**src/rtl/rhythm_player_pkg.sv**
```systemverilog
// Shared constants and command encoding for the clap-rhythm player.
package rhythm_player_pkg;

    localparam int SLOTS      = 10;
    localparam int TW         = 8;
    localparam int MIN_GAP    = 5;
    localparam int BEEP_TICKS = 4;
    localparam int CW         = 4;
    localparam int BW         = $clog2(BEEP_TICKS + 1);

    typedef enum logic [2:0] {
        CMD_NONE   = 3'd0,
        CMD_READY  = 3'd1,
        CMD_FIND   = 3'd2,
        CMD_RETURN = 3'd3,
        CMD_STOP   = 3'd4
    } cmd_e;

    typedef enum logic [1:0] {
        ST_IDLE,
        ST_RUN,
        ST_FIN
    } state_e;

    function automatic logic cmd_ok(input logic [2:0] c);
        return (c >= CMD_READY) && (c <= CMD_STOP);
    endfunction

    function automatic logic [1:0] cmd_sel(input logic [2:0] c);
        return 2'(c - 3'd1);
    endfunction

endpackage

```
**src/rtl/rhythm_player_pattern_store.sv**
```systemverilog
// Per-command timestamp register file with ordered-push and clear rules.
module pattern_store
    import rhythm_player_pkg::*;
(
    input  logic          clk,
    input  logic          rst_n,
    input  logic          ld_clr,
    input  logic          ld_push,
    input  logic [2:0]    ld_cmd,
    input  logic [TW-1:0] ld_time,
    input  logic          lock,
    input  logic [2:0]    lock_cmd,
    output logic          ld_ack,
    input  logic [2:0]    rd_cmd,
    input  logic [CW-1:0] rd_idx,
    output logic [TW-1:0] rd_time,
    output logic [CW-1:0] rd_cnt,
    input  logic [2:0]    q_cmd,
    output logic [CW-1:0] q_cnt
);

    logic [CW-1:0] cnt_q [4];
    logic [CW-1:0] cnt_d [4];
    logic [TW-1:0] mem_q [4][SLOTS];
    logic          ack_q, ack_d;
    logic          we;
    logic [1:0]    sel;
    logic [CW-1:0] cur;
    logic [TW-1:0] last;

    always_comb begin
        cnt_d = cnt_q;
        ack_d = 1'b0;
        we    = 1'b0;
        sel   = cmd_sel(ld_cmd);
        cur   = cnt_q[sel];
        last  = (cur != '0) ? mem_q[sel][cur - 1'b1] : '0;
        // the pattern currently being replayed is frozen
        if (cmd_ok(ld_cmd) && !(lock && ld_cmd == lock_cmd)) begin
            if (ld_clr) begin
                cnt_d[sel] = '0;
                ack_d      = 1'b1;
            end else if (ld_push && cur < CW'(SLOTS) &&
                         (cur == '0 || {1'b0, ld_time} > {1'b0, last} + (TW+1)'(MIN_GAP))) begin
                we         = 1'b1;
                cnt_d[sel] = cur + 1'b1;
                ack_d      = 1'b1;
            end
        end
    end

    always_ff @(posedge clk or negedge rst_n) begin
        if (!rst_n) begin
            for (int i = 0; i < 4; i++) cnt_q[i] <= '0;
            ack_q <= 1'b0;
        end else begin
            cnt_q <= cnt_d;
            ack_q <= ack_d;
        end
    end

    always_ff @(posedge clk) begin
        if (we) mem_q[sel][cur] <= ld_time;
    end

    assign ld_ack  = ack_q;
    assign rd_time = mem_q[cmd_sel(rd_cmd)][rd_idx];
    assign rd_cnt  = cnt_q[cmd_sel(rd_cmd)];
    assign q_cnt   = cmd_ok(q_cmd) ? cnt_q[cmd_sel(q_cmd)] : '0;

endmodule

```
**src/rtl/rhythm_player.sv**
```systemverilog
// Replays a stored clap pattern as buzzer pulses on the tick timebase.
module rhythm_player
    import rhythm_player_pkg::*;
(
    input  logic          clk,
    input  logic          rst_n,
    input  logic          tick,
    input  logic          ld_clr,
    input  logic          ld_push,
    input  logic [2:0]    ld_cmd,
    input  logic [TW-1:0] ld_time,
    output logic          ld_ack,
    input  logic          play_req,
    input  logic [2:0]    play_cmd,
    input  logic          abort,
    output logic          busy,
    output logic          beep,
    output logic          done,
    output logic          err,
    output logic [3:0]    cnt_o
);

    state_e        state_q, state_d;
    logic [2:0]    cmd_q, cmd_d;
    logic [TW-1:0] tcnt_q, tcnt_d;
    logic [CW-1:0] idx_q, idx_d;
    logic [BW-1:0] bl_q, bl_d;
    logic          err_q, err_d;
    logic          done_q, done_d;
    logic          match;
    logic [TW-1:0] slot_t;
    logic [CW-1:0] run_cnt;

    pattern_store u_store (
        .clk      (clk),
        .rst_n    (rst_n),
        .ld_clr   (ld_clr),
        .ld_push  (ld_push),
        .ld_cmd   (ld_cmd),
        .ld_time  (ld_time),
        .lock     (state_q == ST_RUN),
        .lock_cmd (cmd_q),
        .ld_ack   (ld_ack),
        .rd_cmd   (cmd_q),
        .rd_idx   (idx_q),
        .rd_time  (slot_t),
        .rd_cnt   (run_cnt),
        .q_cmd    (play_cmd),
        .q_cnt    (cnt_o)
    );

    always_comb begin
        state_d = state_q;
        cmd_d   = cmd_q;
        tcnt_d  = tcnt_q;
        idx_d   = idx_q;
        bl_d    = bl_q;
        err_d   = err_q;
        done_d  = 1'b0;
        match   = 1'b0;
        case (state_q)
            ST_IDLE: begin
                if (play_req) begin
                    if (cmd_ok(play_cmd) && cnt_o != '0) begin
                        cmd_d   = play_cmd;
                        tcnt_d  = '0;
                        idx_d   = '0;
                        bl_d    = '0;
                        err_d   = 1'b0;
                        state_d = ST_RUN;
                    end else begin
                        err_d  = 1'b1;
                        done_d = 1'b1;
                    end
                end
            end
            ST_RUN: begin
                if (abort) begin
                    bl_d    = '0;
                    state_d = ST_FIN;
                end else if (idx_q == run_cnt && bl_q == '0) begin
                    state_d = ST_FIN;
                end else if (tcnt_q == '1) begin
                    bl_d    = '0;
                    err_d   = 1'b1;
                    state_d = ST_FIN;
                end else if (tick) begin
                    // a match reloads the timer even mid-beep, so close claps merge
                    match = (idx_q < run_cnt) && (tcnt_q == slot_t);
                    if (match) begin
                        bl_d  = BW'(BEEP_TICKS);
                        idx_d = idx_q + 1'b1;
                    end else if (bl_q != '0) begin
                        bl_d = bl_q - 1'b1;
                    end
                    tcnt_d = tcnt_q + 1'b1;
                end
            end
            ST_FIN:  state_d = ST_IDLE;
            default: state_d = ST_IDLE;
        endcase
        if (state_d == ST_FIN) done_d = 1'b1;
    end

    always_ff @(posedge clk or negedge rst_n) begin
        if (!rst_n) begin
            state_q <= ST_IDLE;
            cmd_q   <= CMD_NONE;
            tcnt_q  <= '0;
            idx_q   <= '0;
            bl_q    <= '0;
            err_q   <= 1'b0;
            done_q  <= 1'b0;
        end else begin
            state_q <= state_d;
            cmd_q   <= cmd_d;
            tcnt_q  <= tcnt_d;
            idx_q   <= idx_d;
            bl_q    <= bl_d;
            err_q   <= err_d;
            done_q  <= done_d;
        end
    end

    assign busy = (state_q == ST_RUN);
    assign beep = (state_q == ST_RUN) && (bl_q != '0) && !abort;
    assign done = done_q;
    assign err  = err_q;

endmodule

```
**config.mk**
```make
export PLATFORM = sky130hd
export DESIGN_NAME = rhythm_player
export DESIGN_NICKNAME = d
export VERILOG_FILES = /design/src/rtl/rhythm_player_pkg.sv /design/src/rtl/rhythm_player_pattern_store.sv /design/src/rtl/rhythm_player.sv
export SDC_FILE = /design/constraint.sdc
export NUM_CORES = 1
export LEC_CHECK = 0
export BUFFER_PORTS_ARGS = -buffer_cell sky130_fd_sc_hd__buf_2
export CORE_AREA = 2 2 189 173
export CTS_CLUSTER_DIAMETER = 100
export DETAILED_ROUTE_END_ITERATION = 10
export DIE_AREA = 0 0 191 175
export PLACE_DENSITY = 0.76
export REMOVE_ABC_BUFFERS = 1
export SYNTH_ARGS = -nofsm -noshare
export SYNTH_HDL_FRONTEND = slang
export SYNTH_SLANG_ARGS = --single-unit
```
**constraint.sdc**
```tcl
create_clock -name clk -period 7.6 [get_ports clk]
set_input_delay 1.52 -clock clk [delete_from_list [all_inputs] [get_ports clk]]
set_output_delay 1.52 -clock clk [all_outputs]
set_load 0.01 [all_outputs]
```
# After elaboration in Yosys (flattened, before gate mapping)
# Memories as Yosys holds them, arrays and structs flattened.
# Cells that the tools add are included.
word_totals:
  ff_bits: 39
  ram_bits: 320
  output_inout_bits: 9
  wordCells: 162
  memories: 1
mem_list:
  columns: ["name", "words", "width", "read_ports", "rd_ports_with_merged_regs", "wr", "line", "rtl"]
  rows:
  - ["u_store.mem_q", 4, 80, 2, 0, 1, "rhythm_player_pattern_store.sv:24", "logic [TW-1:0] mem_q [4][SLOTS];"]
op_classes:
  n_addsub: 9
  n_lt_le_gt_ge: 15
  eq_ne: 17
  n_mux: 70
  n_bitwise: 8
  n_reduce_logical: 30
op_table:
  columns: ["cell", "count"]
  rows:
  - ["$mux W8", 12]
  - ["$mux W80", 1]
  - ["$bmux W8 S4", 2]
  - ["$mux W4", 15]
  - ["$demux W8 S4", 1]
  - ["$mux W16", 2]
  - ["$bmux W4 S2", 3]
  - ["$mux W3", 8]
  - ["$and A16 B16 Y16", 1]
  - ["$bwmux W16", 1]
  - ["$ne A2 B2 Y1 const B", 8]
  - ["$not A16 Y16", 1]
  - ["$pmux W8 S2", 1]
  - ["$ge A5 B5 Y1 const B", 3]
  - ["$not A4 Y5", 3]
  - ["$mux W1", 14]
  - ["$logic_and A1 B1 Y1", 13]
  - ["$mux W2", 5]
  - ["$add A8 B3 Y9 const B", 1]
  - ["$ge A3 B3 Y1 const B", 3]
  - ["$gt A8 B9 Y1", 1]
  - ["$not A2 Y3", 3]
  - ["$add A4 B1 Y4 const B", 2]
  - ["$add A8 B1 Y8 const B", 1]
  - ["other kinds (37)", 44]

# Logic depth before layout (Yosys ltp)
# Gate-level depths: netlist (run 1).
depth:
  ltp_word: 20
  mapped_depth: 33

# Modules after synthesis
# A second synthesis (run 1) with hierarchy kept.
hier_totals:
  cells_unflattened: 1144
  area_unflattened_um2: 18684.2
modules_own_cells:
  columns: ["module", "n_inst", "cells_per_inst", "area_each_um2", "seq_area_each_um2"]
  rows:
  - ["pattern_store", 1, 990, 17282.8, 10034.6]
  - ["rhythm_player", 1, 154, 1401.3, 550.5]

# Worst setup path after synthesis (run 1)
# No wires, ideal clock.
synth_path:
  path_kind: "in2reg"
  start: "input ld_cmd[0]"
  end: "memory u_store.mem_q[0][16] in the netlist's numbering (enable)"
  t_arrival_ps: 8510
  t_required_ps: 7230
  path_slack_ps: -1280
  path_stages: 33
  cell_sequence: "buf_4 > buf_2 > buf_2 > inv_1 > buf_2 > ha_1 > buf_2 > mux4_2 > buf_2 > buf_1 > inv_1 > ha_1 > nor2b_1 > mux2i_1 > nand2_1 > clkbuf_1 > mux4_2 > o22ai_1 > nor3_1 > nor2_1 > ha_1 > a221o_1 > and4_1 > xor2_1 > ha_1 > nand4_1 > o22ai_1 > a21oi_1 > o21ai_0 > a211oi_4 > nand3b_2 > buf_2 > nor2_1"
synth_via:
  elab_chain_len: 20
  word_cells_on_any_way: 38
synth_rtl:
  columns: ["element", "line", "rtl"]
  rows:
  - ["start, declared", "rhythm_player.sv:10", "input logic [2:0] ld_cmd,"]
  - ["$sub A2 B1 Y2", "rhythm_player_pkg.sv:30", "return 2'(c - 3'd1);"]
  - ["$not A2 Y3 (implied by the code)", "rhythm_player_pattern_store.sv:36", "cur = cnt_q[sel];"]
  - ["$bmux W4 S2", "rhythm_player_pattern_store.sv:36", null]
  - ["$mux W4 (implied by the code) (2 in series)", "rhythm_player_pattern_store.sv:36", null]
  - ["$sub A4 B1 Y4", "rhythm_player_pattern_store.sv:37", "last = (cur != '0) ? mem_q[sel][cur - 1'b1] : '0;"]
  - ["$not A4 Y5 (implied by the code)", "rhythm_player_pattern_store.sv:37", null]
  - ["$bmux W8 S4", "rhythm_player_pattern_store.sv:37", null]
  - ["$mux W8 (implied by the code) (2 in series)", "rhythm_player_pattern_store.sv:37", null]
  - ["[... 2 more ...]", null, null]
  - ["$gt A8 B9 Y1", "rhythm_player_pattern_store.sv:44", "(cur == '0 || {1'b0, ld_time} > {1'b0, last} + (TW+1)'(MIN_GAP))) begin"]
  - ["$logic_or A1 B1 Y1", "rhythm_player_pattern_store.sv:44", null]
  - ["$logic_and A1 B1 Y1", "rhythm_player_pattern_store.sv:43", "end else if (ld_push && cur < CW'(SLOTS) &&"]
  - ["$mux W1", "rhythm_player_pattern_store.sv:43", null]
  - ["$mux W1", "rhythm_player_pattern_store.sv:40", "if (ld_clr) begin"]
  - ["$mux W1", "rhythm_player_pattern_store.sv:39", "if (cmd_ok(ld_cmd) && !(lock && ld_cmd == lock_cmd)) begin"]
  - ["$mux W1", "rhythm_player_pattern_store.sv:63", "if (we) mem_q[sel][cur] <= ld_time;"]
  - ["$mux W80 (implied by the code)", "rhythm_player_pattern_store.sv:63", null]
  - ["end, declared", "rhythm_player_pattern_store.sv:24", null]
# Several ways; a longest one is shown, not always the timed one. The select of a mux whose other input is x is not followed.

# Worst setup path after layout (run 1)
layout_path:
  start: "input ld_cmd[0]"
  end: "memory u_store.mem_q[0][23] in the netlist's numbering (enable)"
# Same word-level chain as after synthesis.

==> results of run 1 <==
[sequential cells by signal (all words and copies together), names as in the netlist]
name            cells
done                1
u_store.cnt_q      16
tcnt_q              8
bl_q                3
u_store.mem_q     320
idx_q               4
u_store.ld_ack      1
cmd_q               3
err                 1
state_q             2
[path summary, 6_finish.rpt]
| path | start | endpoint | slack, ps | depth (start not counted) |
|---|---|---|---|---|
| max reg2reg | u_store.cnt_q[13] | u_store.mem_q[0][23] | 1430 | 23 |
| max | ld_cmd[0] | u_store.mem_q[0][23] | 400 | 26 |
| min | bl_q[0] | bl_q[0] | 490 | 1 |
| min reg2reg | bl_q[0] | bl_q[0] | 490 | 1 |
| min in group asynchronous | rst_n | cmd_q[1] | 1140 | 1 |
| max in group asynchronous | rst_n | cmd_q[0] | 5780 | 1 |
[layout by cell type (no fill, tap or decap), types with 9 or more instances in the layout]
cell / n
mux2i_1: 165
ha_1: 28
nand2_1: 65
xor2_1: 11
nor2_1: 79
nand3_1: 29
a22oi_1: 34
nor2b_1: 13
inv_1: 18
edfxtp_1: 320
o22ai_1: 9
buf_2: 28
nor4_1: 10
nor3_1: 10
mux4_2: 119
mux2_2: 17
a32o_1: 16
o211ai_1: 10
clkbuf_16: 37
buf_4: 54
nand4_1: 22
a21oi_1: 24
and2_1: 9
dfrtp_1: 37
o21ai_0: 18
[through the flow]
step	util, %	cell area (um^2)
after detailed placement	61.6	19300
after floorplan	-	18200
after CTS	65.5	20600
after global placement	61.6	19300
after global routing	65.5	20600
final	65.5	20600
[kinds of logic after synthesis]
kind of cell / synth area share [%]
fa+ha+maj: 1.95
buf+inv: 2.79
xor+xnor: 0.893
mux: 24.3
compound gates: 6.35
flops: 56.8
simple gates: 6.97
[area by class of cell]
class	count	area share, %
Tap cell	416	2.53
Clock inverter	22	1.32
Timing Repair Buffer	85	2.94
Sequential cell	359	51.5
Multi-Input combinational cell	778	36.7
Clock buffer	43	4.61
Inverter	20	0.365
[worst reg2reg max path, delay by kind of cell, from the launching register on]
| family | cells | cell delay (ps) |
|---|---|---|
| compound gates | 6 | 1160 |
| xor+xnor | 1 | 160 |
| fa+ha+maj | 3 | 730 |
| buf+inv | 2 | 350 |
| flops | 1 | 430 |
| mux | 4 | 1590 |
| simple gates | 7 | 1390 |
[where the power goes]
group	internal, W	total [W]	switching, W
clock	0.00110	0.00186	0.000756
combinational	0.000882	0.00216	0.00128
sequential	0.00220	0.00236	0.000161
total	0.00418	0.00637	0.00220
[routing by layer]
metal  vias to the layer above  track usage, %  part of all wire, %
li1                       5072               -                    -
met1                      6375            50.8                   39
met2                      1003            50.0                   44
met3                       194            7.23                   12
met4                         0            15.2                  5.4
met5                         -               0                    0
==> impl_metrics.csv, run 1 <==
group,metric,value,unit
clock_tree,cts_buffer_depth,3,
route,drt_iter0_drc,1912,
synth,synth_edf_count,320,
clock_tree,postCtsSetupRepairBufs,0,
timing,timing.final.crit_share,94.8,%
clock_tree,clk_pin_slew_worst_paths,60,ps
worst_setup_path,startpoint_type,"primary input",
worst_setup_path,critPathArrivalTime,7350,ps
placed_design,gp_routability_congestion,0.970,
final_layout,multi_input_area,0.00755,mm^2
placed_design,dpl.cell_count,1658,
timing,worst_pin_slew,1190,ps
timing,postLayoutSetupSlackWorst,395,ps
synth,synth.top_cells.by_area,"edfxtp_1, mux4_2, mux2i_1",
timing,fmax,0.139,GHz
final_layout,nFillCells,2246,
synth,synth_area,0.0186,mm^2
timing,min_period,7200,ps
worst_setup_path,cpPeakStageDelay,570,ps
power,power,0.00637,W
status,status,"completed",
floorplan,die_h,175,um
route,ant_nets,0,
synth,yosysMostFrequentCell,"edfxtp_1",
route,drc,0,
power,peakVddDrop,0.407,mV
synth,synth_top_cell_area_share,51.6,%
floorplan,start_util,59.3,%
global_routing,grt_pass1_wl,83000,um
worst_setup_path,crit_family,"multiplexers",
floorplan,die_area,0.0334,mm^2
timing,relSlewSlack,20.7,%
synth,synth_seq_cells,359,
clock_tree,ctsHtreeMaxLevel,2,
synth,ys_types,67,
route,dr_total_vias,12600,
final_layout,instances_no_fill,1723,
global_routing,gr-total-overflow,0,
timing,setup_violations,0,
synth,async_reset_ff_share,10.9,%
worst_setup_path,worstPathRequired,7750,ps
final_layout,layout.area.seq,0.0106,mm^2
placed_design,dp_slack,28.0,ps
synth,syn_avg_cell_area,15.0,um^2
global_routing,grt_max_degree,70,
final_layout,drive_gt1_share,22.2,%
synth,synth_ff_type,"edfxtp_1",
placed_design,dp_hpwl,37900,um
timing,holdWs,487,ps
worst_setup_path,critPathKind,"primary input to flop",
worst_setup_path,cp_num_buf_inv,4,
timing,hold_violations,0,
global_routing,first_global_vias,12300,
synth,yosys_warnings,0,
min_path,hold_path.class,"flop to flop",
worst_setup_path,crit_top_cell,"ha_1",
power,p_per_area,310,mW/mm^2
floorplan,die_x,191,um
clock_tree,postCtsHoldBufs,0,
route,drt_first_pass_iters,6,
floorplan,io_pins,30,
global_routing,antenna_found_initial,0,
final_layout,area_growth,10.3,%
clock_tree,cts_tree,"done",
worst_setup_path,end_kind,"flop",
worst_setup_path,cp_max_fo,16,
final_layout,nets,1331,
placed_design,portBuffers,29,
timing,skew,11.4,ps
synth,ys_seq_area_share,56.8,%
clock_tree,root_buffer,"clkbuf_16",
job,cap_violations,0,
floorplan,core,0.0314,mm^2
clock_tree,cts-resized-gates,0,
timing,slew_violations,0,
route,via_per_inst,7.34,
route,wl,56300,um
timing,rsz0062_at_grt,"false",
route,avgRoutedWirePerCell,32.7,um
final_layout,n_antenna_cell,0,
synth,synth_largest_area_cell,"edfxtp_1",
worst_setup_path,slowest_stage,"nor2_1",
clock_tree,cts_sinks,359,
timing,tns,0,ps
clock_tree,clkLatencyLatePin,520,ps
synth,synthCells,1240,
power,p_leak,6.98,nW
synth,netlist_top_cells_count,"edfxtp_1, mux2i_1, mux4_2",
clock_tree,numCtsBuffers,37,
floorplan,rows,62,
global_routing,grt_usage,34.5,%
Power figures use the tool's default switching activity.
==> run 2: changes to the inputs <==
--- a/config.mk
+++ b/config.mk
@@ -6,11 +6,11 @@
 export NUM_CORES = 1
 export LEC_CHECK = 0
 export BUFFER_PORTS_ARGS = -buffer_cell sky130_fd_sc_hd__buf_2
-export CORE_AREA = 2 2 189 173
+export CORE_AREA = 2 2 207 189
 export CTS_CLUSTER_DIAMETER = 100
 export DETAILED_ROUTE_END_ITERATION = 10
-export DIE_AREA = 0 0 191 175
-export PLACE_DENSITY = 0.76
+export DIE_AREA = 0 0 209 191
+export PLACE_DENSITY = 0.65
 export REMOVE_ABC_BUFFERS = 1
 export SYNTH_ARGS = -nofsm -noshare
 export SYNTH_HDL_FRONTEND = slang
==> run 2 against run 1 <==
  * Clock skew increased by 15 ps
  * Worst setup slack got worse by 78 ps
  * Sequential power decreased by 3%
  * Combinational power increased by 3%
  * Maximum frequency decreased by 1.1%
  * Critical path depth decreased by 1
  * Total power increased by 0.91%
  * Register-to-register slack got worse by 80 ps
  * Non-clock buffer count increased by 3
  * Wire length increased by 0.75%
  * Core utilization decreased by 11 points
  * Hold slack got worse by 11 ps
  * Critical path type unchanged
  * Largest cell class unchanged
==> impl_metrics.csv, run 2 (synthesis gave the netlist of run 1 again) <==
group,metric,value,unit
route,via_per_inst,6.85,
floorplan,die_area,0.0399,mm^2
placed_design,place_area,0.0194,mm^2
global_routing,use_met3,6.59,%
timing,hold_violations,0,
route,drt_iter0_drc,1611,
floorplan,die_h,191,um
min_path,hold_path.class,"flop to flop",
timing,rsz0062_at_grt,"true",
timing,min_period,7280,ps
timing,skew,26.1,ps
clock_tree,clkLatencyLatePin,570,ps
power,peakVddDrop,0.484,mV
clock_tree,postCtsHoldBufs,0,
route,drt_first_pass_iters,6,
power,p_per_area,310,mW/mm^2
final_layout,multi_input_area,0.00756,mm^2
power,p_leak,7.01,nW
placed_design,dpl.cell_count,1735,
timing,tns,0,ps
final_layout,layout.area.seq,0.0106,mm^2
timing,fmax,0.137,GHz
final_layout,reg_top3,"u_store.mem_q x320, u_store.cnt_q x16, tcnt_q x8",
worst_setup_path,startpoint_type,"primary input",
clock_tree,root_buffer,"clkbuf_16",
final_layout,final_common_cell,"edfxtp_1",
placed_design,gp_routability_congestion,0.969,
worst_setup_path,worstPathRequired,7800,ps
final_layout,area_growth,11.1,%
final_layout,nFillCells,3016,
timing,slew_violations,0,
status,status,"completed",
final_layout,regMostFlops,"u_store.mem_q",
global_routing,grt_usage,28.8,%
clock_tree,ctsHtreeMaxLevel,2,
final_layout,final_area,0.0207,mm^2
clock_tree,cts_tree,"done",
worst_setup_path,critPathArrivalTime,7480,ps
placed_design,portBuffers,29,
route,wl,56800,um
global_routing,first_global_vias,11900,
global_routing,grt_use_met1,41.7,%
clock_tree,cts-resized-gates,0,
final_layout,drive_gt1_share,22.7,%
final_layout,largest_reg_flops,320,
route,drc,0,
timing,relSlewSlack,17.3,%
global_routing,grt_max_degree,126,
global_routing,use_met2,42.6,%
floorplan,die_x,209,um
global_routing,grt_busiest_layer,"met2",
timing,setup_violations,0,
final_layout,instances_no_fill,1805,
global_routing,grt_pass1_wl,82300,um
global_routing,antenna_found_initial,1,
clock_tree,clk_pin_slew_worst_paths,60,ps
floorplan,io_pins,30,
worst_setup_path,cp_max_fo,10,
floorplan,start_util,49.2,%
placed_design,dp_hpwl,38600,um
timing,timing.final.crit_share,95.8,%
floorplan,rows,68,
final_layout,utilization,54.7,%
clock_tree,cts_buffer_depth,3,
final_layout,most-common-layout-cells,"edfxtp_1, mux2i_1, mux4_2",
job,cap_violations,0,
route,avgRoutedWirePerCell,31.4,um
worst_setup_path,end_kind,"flop",
clock_tree,cts_sinks,359,
route,dr_total_vias,12400,
clock_tree,numCtsBuffers,40,
clock_tree,postCtsSetupRepairBufs,0,
worst_setup_path,critPathKind,"primary input to flop",
global_routing,gr-total-overflow,0,
power,power,0.00643,W
timing,worst_pin_slew,1240,ps
floorplan,core,0.0379,mm^2
final_layout,nets,1337,
route,ant_nets,0,
## run 2: cell count changes in the layout (fill, tap and decap cells not counted), sizes merged
cell / before / now
bufinv: 6 / 4
inv: 20 / 21
clkinv: 13 / 14
diode: 0 / 2
clkbuf: 43 / 45
clkinvlp: 3 / 4
buf: 85 / 88
## run 2: path summary, 6_finish.rpt
path	from	to	slack, ps	cells after the start
max	ld_cmd[1]	u_store.mem_q[2][56]	320	25
min	bl_q[0]	bl_q[0]	480	1
max reg2reg	u_store.cnt_q[13]	u_store.mem_q[2][56]	1350	22
min reg2reg	bl_q[0]	bl_q[0]	480	1
max in group asynchronous	rst_n	cmd_q[0]	5840	1
min in group asynchronous	rst_n	cmd_q[2]	1090	1
## run 2: worst max-delay path: stages
cell      delay [ps]
buf_2            140
inv_1            110
ha_4             380
mux4_2           420
inv_1            110
ha_1             230
nor2b_1           80
mux2i_1          390
mux4_2           380
mux2i_1          180
o22ai_1          120
nor3_1           180
nor2_1            70
ha_1             200
a221o_1          290
and4_1           270
xor2_1           160
ha_1             300
nand4_1           70
o22ai_1           80
a21oi_1          140
o21ai_0          180
a211oi_4         360
nand2_1          390
nor2_1           690
## run 2: report_power, final
part,switching (W),internal [W],leakage [nW]
clock network,0.000785,0.00112,0.613
registers,0.000104,0.00220,3.40
logic,0.00134,0.000886,3.00
total,0.00223,0.00420,7.01
## run 2: cell type report
type | instances | share of cell area (%)
Tap cell | 490 | 2.96
Inverter | 20 | 0.362
Clock buffer | 45 | 5.02
Clock inverter | 23 | 1.11
Timing Repair Buffer | 88 | 2.91
Sequential cell | 359 | 51.1
Multi-Input combinational cell | 778 | 36.5
Antenna cell | 2 | 0.0242
## run 2: metrics by stage
stage               hold WS (ps)  setup WS (ps)
global placement             462            112
CTS                          482            470
finish                       476            318
floorplan                    451          -2590
global route                 520          -31.3
detailed placement           474           -106
## run 2: layer usage
layer / vias to the layer above / share of wire [%]
met3: 121 / 10
met4: 0 / 3.8
met5: - / 0
li1: 5102 / -
met1: 6320 / 42
met2: 824 / 44
